**config.mk**
```make
export PLATFORM = sky130hd
export DESIGN_NAME = uart_rx_buffer
export DESIGN_NICKNAME = d
export VERILOG_FILES = /design/src/rtl/uart_rx_pkg.sv /design/src/rtl/uart_rx_fifo.sv /design/src/rtl/uart_rx_buffer.sv
export SDC_FILE = /design/constraint.sdc
export NUM_CORES = 1
export LEC_CHECK = 0
export CORE_ASPECT_RATIO = 0.8
export CORE_MARGIN = 5
export CORE_UTILIZATION = 53
export DETAILED_ROUTE_END_ITERATION = 10
export PLACE_DENSITY = 0.77
export SLEW_MARGIN = 20
export SYNTH_ARGS = -nofsm -noshare
export SYNTH_HDL_FRONTEND = slang
export SYNTH_SLANG_ARGS = --single-unit
```
**constraint.sdc**
```tcl
create_clock -name clk -period 2 [get_ports clk]
set_input_delay 0.6 -clock clk [delete_from_list [all_inputs] [get_ports clk]]
set_output_delay 0.6 -clock clk [all_outputs]
set_load 0.01 [all_outputs]
```
**src/rtl/uart_rx_pkg.sv**
```systemverilog
// Shared types and constants for the UART receive buffer.
// The optional even-parity frame format is selected by UART_RX_PARITY_EN.
package uart_rx_pkg;

  localparam int UART_BYTE_W          = 8;
  localparam int DEFAULT_CLKS_PER_BIT = 104;

  typedef enum logic [2:0] {
    ST_IDLE      = 3'd0,
    ST_START     = 3'd1,
    ST_DATA      = 3'd2,
    ST_PARITY    = 3'd3,
    ST_STOP      = 3'd4,
    ST_WAIT_IDLE = 3'd5
  } rx_state_e;

  // Even parity: the transmitted parity bit equals the XOR of the data bits.
  function automatic logic even_parity(input logic [UART_BYTE_W-1:0] d);
    return ^d;
  endfunction

endpackage

```
**src/rtl/uart_rx_fifo.sv**
```systemverilog
// Small synchronous byte FIFO with power-of-two pointer wrap.
// A push into a full FIFO is accepted when a pop happens in the same cycle.
module uart_rx_fifo #(
  parameter int DEPTH = 4,
  parameter int WIDTH = 8
) (
  input  logic                     clk,
  input  logic                     reset,
  input  logic                     push,
  input  logic                     pop,
  input  logic [WIDTH-1:0]         din,
  output logic [WIDTH-1:0]         dout,
  output logic [$clog2(DEPTH):0]   count,
  output logic                     full,
  output logic                     empty
);

  localparam int AW = $clog2(DEPTH);

  logic [WIDTH-1:0] mem [DEPTH];
  logic [AW-1:0]    wr_ptr_q, wr_ptr_d;
  logic [AW-1:0]    rd_ptr_q, rd_ptr_d;
  logic [AW:0]      count_q, count_d;
  logic             wr_en;
  logic             rd_en;

  assign full  = (count_q == (AW+1)'(DEPTH));
  assign empty = (count_q == '0);
  assign rd_en = pop & ~empty;
  assign wr_en = push & (~full | rd_en);

  // Head is read combinationally so the consumer can register it on the pop edge.
  assign dout  = mem[rd_ptr_q];
  assign count = count_q;

  always_comb begin
    wr_ptr_d = wr_ptr_q;
    rd_ptr_d = rd_ptr_q;
    count_d  = count_q;
    if (wr_en) begin
      wr_ptr_d = wr_ptr_q + AW'(1);
    end
    if (rd_en) begin
      rd_ptr_d = rd_ptr_q + AW'(1);
    end
    case ({wr_en, rd_en})
      2'b10:   count_d = count_q + (AW+1)'(1);
      2'b01:   count_d = count_q - (AW+1)'(1);
      default: count_d = count_q;
    endcase
  end

  always_ff @(posedge clk) begin
    if (wr_en) begin
      mem[wr_ptr_q] <= din;
    end
  end

  always_ff @(posedge clk or posedge reset) begin
    if (reset) begin
      wr_ptr_q <= '0;
      rd_ptr_q <= '0;
      count_q  <= '0;
    end else begin
      wr_ptr_q <= wr_ptr_d;
      rd_ptr_q <= rd_ptr_d;
      count_q  <= count_d;
    end
  end

endmodule

```
**src/rtl/uart_rx_buffer.sv**
```systemverilog
// UART receiver (8N1, or 8E1 when UART_RX_PARITY_EN is defined) feeding a byte FIFO
// that delivers one byte per uart_inbound strobe and waits for uart_done in between.
module uart_rx_buffer
  import uart_rx_pkg::*;
#(
  parameter int CLKS_PER_BIT = DEFAULT_CLKS_PER_BIT,
  parameter int FIFO_DEPTH   = 4
) (
  input  logic                          clk,
  input  logic                          reset,
  input  logic                          rx,
  input  logic                          uart_done,
  output logic                          uart_inbound,
  output logic [UART_BYTE_W-1:0]        uart_data,
  output logic                          overrun,
  output logic                          framing_error,
  output logic                          parity_error,
  output logic [$clog2(FIFO_DEPTH):0]   fifo_count
);

  localparam int TMR_W = $clog2(CLKS_PER_BIT);
  localparam logic [TMR_W-1:0] TMR_FULL = TMR_W'(CLKS_PER_BIT - 1);
  localparam logic [TMR_W-1:0] TMR_HALF = TMR_W'(CLKS_PER_BIT / 2 - 1);

  logic                   sync1_q, sync2_q, prev_q;
  rx_state_e              state_q, state_d;
  logic [TMR_W-1:0]       timer_q, timer_d;
  logic [2:0]             bit_cnt_q, bit_cnt_d;
  logic [UART_BYTE_W-1:0] shift_q, shift_d;
  logic                   bad_q, bad_d;
  logic                   fe_q, fe_d;
  logic                   ov_q, ov_d;
  logic                   inbound_q, inbound_d;
  logic [UART_BYTE_W-1:0] data_q, data_d;
  logic                   awaiting_q, awaiting_d;
  logic                   tick;
  logic                   push;
  logic                   pop;
  logic                   fifo_full;
  logic                   fifo_empty;
  logic [UART_BYTE_W-1:0] fifo_dout;
`ifdef UART_RX_PARITY_EN
  logic                   pe_q, pe_d;
`endif

  uart_rx_fifo #(
    .DEPTH (FIFO_DEPTH),
    .WIDTH (UART_BYTE_W)
  ) u_fifo (
    .clk   (clk),
    .reset (reset),
    .push  (push),
    .pop   (pop),
    .din   (shift_q),
    .dout  (fifo_dout),
    .count (fifo_count),
    .full  (fifo_full),
    .empty (fifo_empty)
  );

  assign tick = (timer_q == '0);

  // Receive FSM: every sample point is a timer expiry measured from the synced edge.
  always_comb begin
    state_d   = state_q;
    timer_d   = tick ? timer_q : timer_q - TMR_W'(1);
    bit_cnt_d = bit_cnt_q;
    shift_d   = shift_q;
    bad_d     = bad_q;
    fe_d      = 1'b0;
    push      = 1'b0;
`ifdef UART_RX_PARITY_EN
    pe_d      = 1'b0;
`endif
    case (state_q)
      ST_IDLE: begin
        if (prev_q && !sync2_q) begin
          state_d = ST_START;
          timer_d = TMR_HALF;
          bad_d   = 1'b0;
        end
      end
      ST_START: begin
        if (tick) begin
          if (sync2_q) begin
            state_d = ST_IDLE;
          end else begin
            state_d   = ST_DATA;
            timer_d   = TMR_FULL;
            bit_cnt_d = 3'd0;
          end
        end
      end
      ST_DATA: begin
        if (tick) begin
          shift_d = {sync2_q, shift_q[UART_BYTE_W-1:1]};
          timer_d = TMR_FULL;
          if (bit_cnt_q == 3'd7) begin
`ifdef UART_RX_PARITY_EN
            state_d = ST_PARITY;
`else
            state_d = ST_STOP;
`endif
          end else begin
            bit_cnt_d = bit_cnt_q + 3'd1;
          end
        end
      end
`ifdef UART_RX_PARITY_EN
      ST_PARITY: begin
        if (tick) begin
          bad_d   = sync2_q ^ even_parity(shift_q);
          timer_d = TMR_FULL;
          state_d = ST_STOP;
        end
      end
`endif
      ST_STOP: begin
        if (tick) begin
          if (!sync2_q) begin
            fe_d    = 1'b1;
            state_d = ST_WAIT_IDLE;
          end else if (bad_q) begin
`ifdef UART_RX_PARITY_EN
            pe_d    = 1'b1;
`endif
            state_d = ST_IDLE;
          end else begin
            push    = 1'b1;
            state_d = ST_IDLE;
          end
        end
      end
      // A held-low line (break) must not retrigger once per bit time.
      ST_WAIT_IDLE: begin
        if (sync2_q) begin
          state_d = ST_IDLE;
        end
      end
      default: state_d = ST_IDLE;
    endcase
  end

  // Delivery: a uart_done in the same cycle frees the slot so the next byte
  // is strobed in the following cycle.
  always_comb begin
    pop        = ~fifo_empty & (~awaiting_q | uart_done);
    ov_d       = push & fifo_full & ~pop;
    inbound_d  = pop;
    data_d     = pop ? fifo_dout : data_q;
    awaiting_d = awaiting_q;
    if (pop) begin
      awaiting_d = 1'b1;
    end else if (uart_done) begin
      awaiting_d = 1'b0;
    end
  end

  always_ff @(posedge clk or posedge reset) begin
    if (reset) begin
      sync1_q    <= 1'b1;
      sync2_q    <= 1'b1;
      prev_q     <= 1'b1;
      state_q    <= ST_IDLE;
      timer_q    <= '0;
      bit_cnt_q  <= '0;
      shift_q    <= '0;
      bad_q      <= 1'b0;
      fe_q       <= 1'b0;
      ov_q       <= 1'b0;
      inbound_q  <= 1'b0;
      data_q     <= '0;
      awaiting_q <= 1'b0;
    end else begin
      sync1_q    <= rx;
      sync2_q    <= sync1_q;
      prev_q     <= sync2_q;
      state_q    <= state_d;
      timer_q    <= timer_d;
      bit_cnt_q  <= bit_cnt_d;
      shift_q    <= shift_d;
      bad_q      <= bad_d;
      fe_q       <= fe_d;
      ov_q       <= ov_d;
      inbound_q  <= inbound_d;
      data_q     <= data_d;
      awaiting_q <= awaiting_d;
    end
  end

`ifdef UART_RX_PARITY_EN
  always_ff @(posedge clk or posedge reset) begin
    if (reset) begin
      pe_q <= 1'b0;
    end else begin
      pe_q <= pe_d;
    end
  end
  assign parity_error = pe_q;
`else
  assign parity_error = 1'b0;
`endif

  assign uart_inbound  = inbound_q;
  assign uart_data     = data_q;
  assign overrun       = ov_q;
  assign framing_error = fe_q;

endmodule
```
==> reports/qor.log <==
qor: finish.n_antenna_cell 0
qor: power_and_ir_drop.vdd_ir_drop_max 490 µV
qor: clock_network.post_cts_resized 3
qor: power_and_ir_drop.pwr_density_cell 1190 nW/µm²
qor: global_routing.global_route_wire_length_before_repair 9.67 mm
qor: synth.yosysUniqueCellTypes 53
qor: synth.seq_area_frac_synth 63.1%
qor: status.status finished clean
qor: setup_path.crit_path_cell_count 9
qor: floorplanning.top_level_ports 19
qor: sta.max_slew.worst_pin.slew 523 ps
qor: sta.timing.final.setup_violations 0
qor: synth.synth_fa_ha_area_share 3.72%
qor: finish.layout.nets 268
qor: routing.wire_per_inst 16.2 µm
qor: place.detailedPlacementHpwl 3.84 mm
qor: synth.synth-edff-count 32
qor: clock_network.clock_network_latency_to_the_later_pin_of_the_worst_skew_pair 350 ps
qor: place.buffer_ports.inserted 17
qor: place.dp_cells 325
qor: setup_path.critPathTopFamily adder cells
qor: clock_network.tritoncts.num_buffers 9
qor: finish.multi_input_comb_area 1140 µm²
qor: floorplanning.die_w 97.3 µm
qor: sta.postLayoutSetupSlackWorst 45.3 ps
qor: setup_path.timing.critical_path.required 2260 ps
qor: synth.syn_area 3230 µm²
qor: power_and_ir_drop.total_power 4.56 mW
qor: sta.finalClockSkew 14.9 ps
qor: setup_path.worst_path_largest_cell_delay 380 ps
qor: synth.synth.mux.area_fraction 12.5%
qor: setup_path.crit_start timer_q[0]
qor: place.place.gp.congestion 0.807
qor: setup_path.critPathKind flip-flop to flip-flop
qor: setup_path.slowest_stage sky130_fd_sc_hd__dfrtp_1
qor: min_path.min-delay-path-class flip-flop to flip-flop
qor: finish.footprint_of_the_flip_flops_and_latches 2040 µm²
qor: routing.detailed_route_iter0_violations 107
qor: finish.final_standard_cell_count_with_taps_included_and_fillers_excluded 341
qor: setup_path.cp_endpoint_kind flip-flop
qor: place.post-place-ws -403 ps
qor: routing.drt_wl_total 5.53 mm
qor: synth.synth-compound-area-share 6.54%
qor: synth.synthSimpleGateAreaFrac 8.67%
qor: setup_path.worst-r2r-cell-count 9
qor: floorplanning.core 5910 µm²
qor: routing.route.vias.total 1915
qor: clock_network.htree_num_levels 3
qor: sta.timing_hold_violations_final 0
qor: synth.ys_warn_count 0
qor: synth.post_synth.cell_area_avg 14.8 µm²
qor: setup_path.rr_endpoint timer_q[0]
qor: synth.yosys.area_share.xor_xnor 2.44%
qor: sta.final_worst_path_period_need 1950 ps
qor: global_routing.grt_max_degree 44
qor: clock_network.cts_root_buf sky130_fd_sc_hd__clkbuf_8
qor: setup_path.worst-path-max-fanout 8
qor: setup_path.worst-endpoint-arrival 2220 ps
qor: clock_network.cts_hold_buf 0
qor: routing.initial_drt_pass_iterations 4
qor: clock_network.post_cts.repair.setup_buffers 0
qor: job.drv_cap 0
qor: sta.max_freq 512 MHz
qor: synth.syn-num-nets 232
qor: floorplanning.starting_density 54.7%
qor: synth.post_synth_inst_count 219
qor: setup_path.cp-endpoint timer_q[0]
qor: routing.route.antenna.remaining_nets 0
qor: clock_network.cts_max_path_buffers 2
qor: clock_network.cts_num_sinks 75
qor: sta.fin_crit_sh 97.7%
qor: sta.rsz0062_at_grt true
qor: finish.area_delta_synth_final 18.4%
qor: global_routing.antenna_found_initial 0
qor: setup_path.cp_common_cell sky130_fd_sc_hd__inv_1
qor: finish.fillers 419
qor: setup_path.reg_to_reg_startpoint timer_q[0]
qor: synth.postSynthRegisterBits 75
qor: clock_network.cts.clk_slew.worst_paths 80 ps
qor: global_routing.grt_pass1_vias 1895
qor: sta.max_slew_margin 64.6%
qor: floorplanning.placementRows 25
qor: synth.synth_top_family_by_area multiplexers
qor: power_and_ir_drop.power_leakage 1.59 nW
qor: floorplanning.chipHeight 79.9 µm
qor: synth.postSynth.topFlopCell sky130_fd_sc_hd__dfrtp_1
qor: routing.drc 0
qor: global_routing.overflow_left_after_global_routing 0
qor: floorplanning.die-area 7770 µm²
qor: global_routing.gr-usage-all-layers 16.3%
qor: finish.fraction_of_layout_cells_with_a_size_suffix_above_1 30.0%
qor: routing.detail_route.vias_per_cell 5.62
qor: sta.final_max_slew_viols 0
qor: setup_path.reg2reg_setup_slack 50 ps
qor: clock_network.cts_tree yes
qor: setup_path.timing.critical_path.buf_inv 3
qor: synth.fraction_of_registers_with_async_set_or_reset_after_synthesis 57.3%
qor: setup_path.setup.worst_path.start_class flip-flop
qor: setup_path.cp_cell_sequence inv_1 -> ha_2 -> nor3b_4 -> and2_1 -> inv_4 -> ha_1 -> inv_1 -> a221o_1 -> o2111ai_1
## flip-flops by register name, indices dropped and copies added, names as in the netlist, 2 cells and up
register	cells
timer_q	7
state_q	3
u_fifo.count	3
bit_cnt_q	3
u_fifo.mem	32
uart_data	8
shift_q	8
u_fifo.wr_ptr_q	2
u_fifo.rd_ptr_q	2
## cell usage in the layout (no fill, tap or decap), drive strengths merged, types with 3 or more instances in the layout
master and count:
and2 7, nor2 6, clkdlybuf4s50 15, xnor2 6
nand2b 4, nor3 3, clkbuf 10, buf 17
o21ai 6, clkinv 3, mux4 8, a21oi 4
ha 8, edfxtp 32, xor2 3, nand4 4
inv 13, nor3b 3, dfrtp 40, dfstp 3
mux2 18, nand2 10
## worst min-delay path by stage
stage	startpoint	to	slack, ps	cells past startpoint
4_1_cts	sync1_q	sync2_q	360	0
3_5_place_dp	sync1_q	sync2_q	350	0
2_1_floorplan	sync1_q	sync2_q	350	0
3_3_place_gp	sync1_q	sync2_q	350	0
6_report	sync1_q	sync2_q	360	0
5_1_grt	sync1_q	sync2_q	360	0
## synthesized netlist by cell type (2+ instances only)
| cell type | instances | share of area, % |
|---|---|---|
| sky130_fd_sc_hd__o211ai_1 | 2 | 0.46 |
| sky130_fd_sc_hd__dfrtp_1 | 40 | 31 |
| sky130_fd_sc_hd__mux4_2 | 8 | 5.6 |
| sky130_fd_sc_hd__a21oi_1 | 4 | 0.62 |
| sky130_fd_sc_hd__nor2_1 | 6 | 0.70 |
| sky130_fd_sc_hd__inv_1 | 11 | 1.3 |
| sky130_fd_sc_hd__nand2b_1 | 4 | 0.77 |
| sky130_fd_sc_hd__mux2i_1 | 2 | 0.62 |
| sky130_fd_sc_hd__ha_1 | 8 | 3.1 |
| sky130_fd_sc_hd__edfxtp_1 | 32 | 30 |
| sky130_fd_sc_hd__nand4_1 | 4 | 0.77 |
| sky130_fd_sc_hd__and2_1 | 6 | 1.2 |
| sky130_fd_sc_hd__and3_1 | 2 | 0.39 |
| sky130_fd_sc_hd__clkbuf_1 | 5 | 0.58 |
| sky130_fd_sc_hd__xor2_1 | 3 | 0.81 |
| sky130_fd_sc_hd__a221oi_1 | 2 | 0.54 |
| sky130_fd_sc_hd__dfstp_2 | 3 | 2.4 |
| sky130_fd_sc_hd__a22o_1 | 2 | 0.54 |
| sky130_fd_sc_hd__nor2b_1 | 2 | 0.39 |
| sky130_fd_sc_hd__buf_2 | 2 | 0.31 |
| sky130_fd_sc_hd__mux2_2 | 18 | 6.3 |
| sky130_fd_sc_hd__nand2_1 | 10 | 1.2 |
| sky130_fd_sc_hd__o21ai_0 | 6 | 0.93 |
| sky130_fd_sc_hd__nor3_1 | 2 | 0.31 |
| sky130_fd_sc_hd__nor3b_1 | 2 | 0.46 |
| sky130_fd_sc_hd__xnor2_1 | 6 | 1.6 |
## stage by stage
step                      TNS, ps  cell area [µm²]  hold slack [ps]  util (%)
final                           0             3830              357      64.8
after global routing         -431             3830              362      64.8
after global placement      -8070             3620              346      61.2
after floorplan             -58.7             3260              345         -
after CTS                       0             3810              360      64.5
after detailed placement    -9240             3620              347      61.2
## cell type report
cell class / instances / share of cell area [%]
flip-flops and latches: 75 / 53.3
clock inverters: 6 / 1.18
multi-input cells: 123 / 29.7
clock buffers: 10 / 3.89
inverters: 12 / 1.24
repair buffers: 34 / 8.04
well taps: 81 / 2.65
## kinds of logic after synthesis
| group | after synthesis |
|---|---|
| xor gates and xnor gates | 9 |
| muxes | 28 |
| other | 1 |
| buffers and inverters | 21 |
| DFF | 75 |
| AOI/OAI and AO/OA | 29 |
| adders and majority gates | 9 |
| and+or+nand+nor | 47 |
## layer usage
metal	GRT usage (%)	routed length [µm]	up-vias
li1	-	-	882
met1	23.7	2680	963
met2	22.7	2390	61
met3	4.80	390	9
met4	6.92	65	0
met5	0	0	-
## report_power, final
part | leakage, nW | internal [mW] | switching, mW
registers | 0.851 | 1.83 | 0.195
logic | 0.643 | 0.837 | 0.595
clock network | 0.0921 | 0.532 | 0.575
Power figures use the tool's default switching activity.
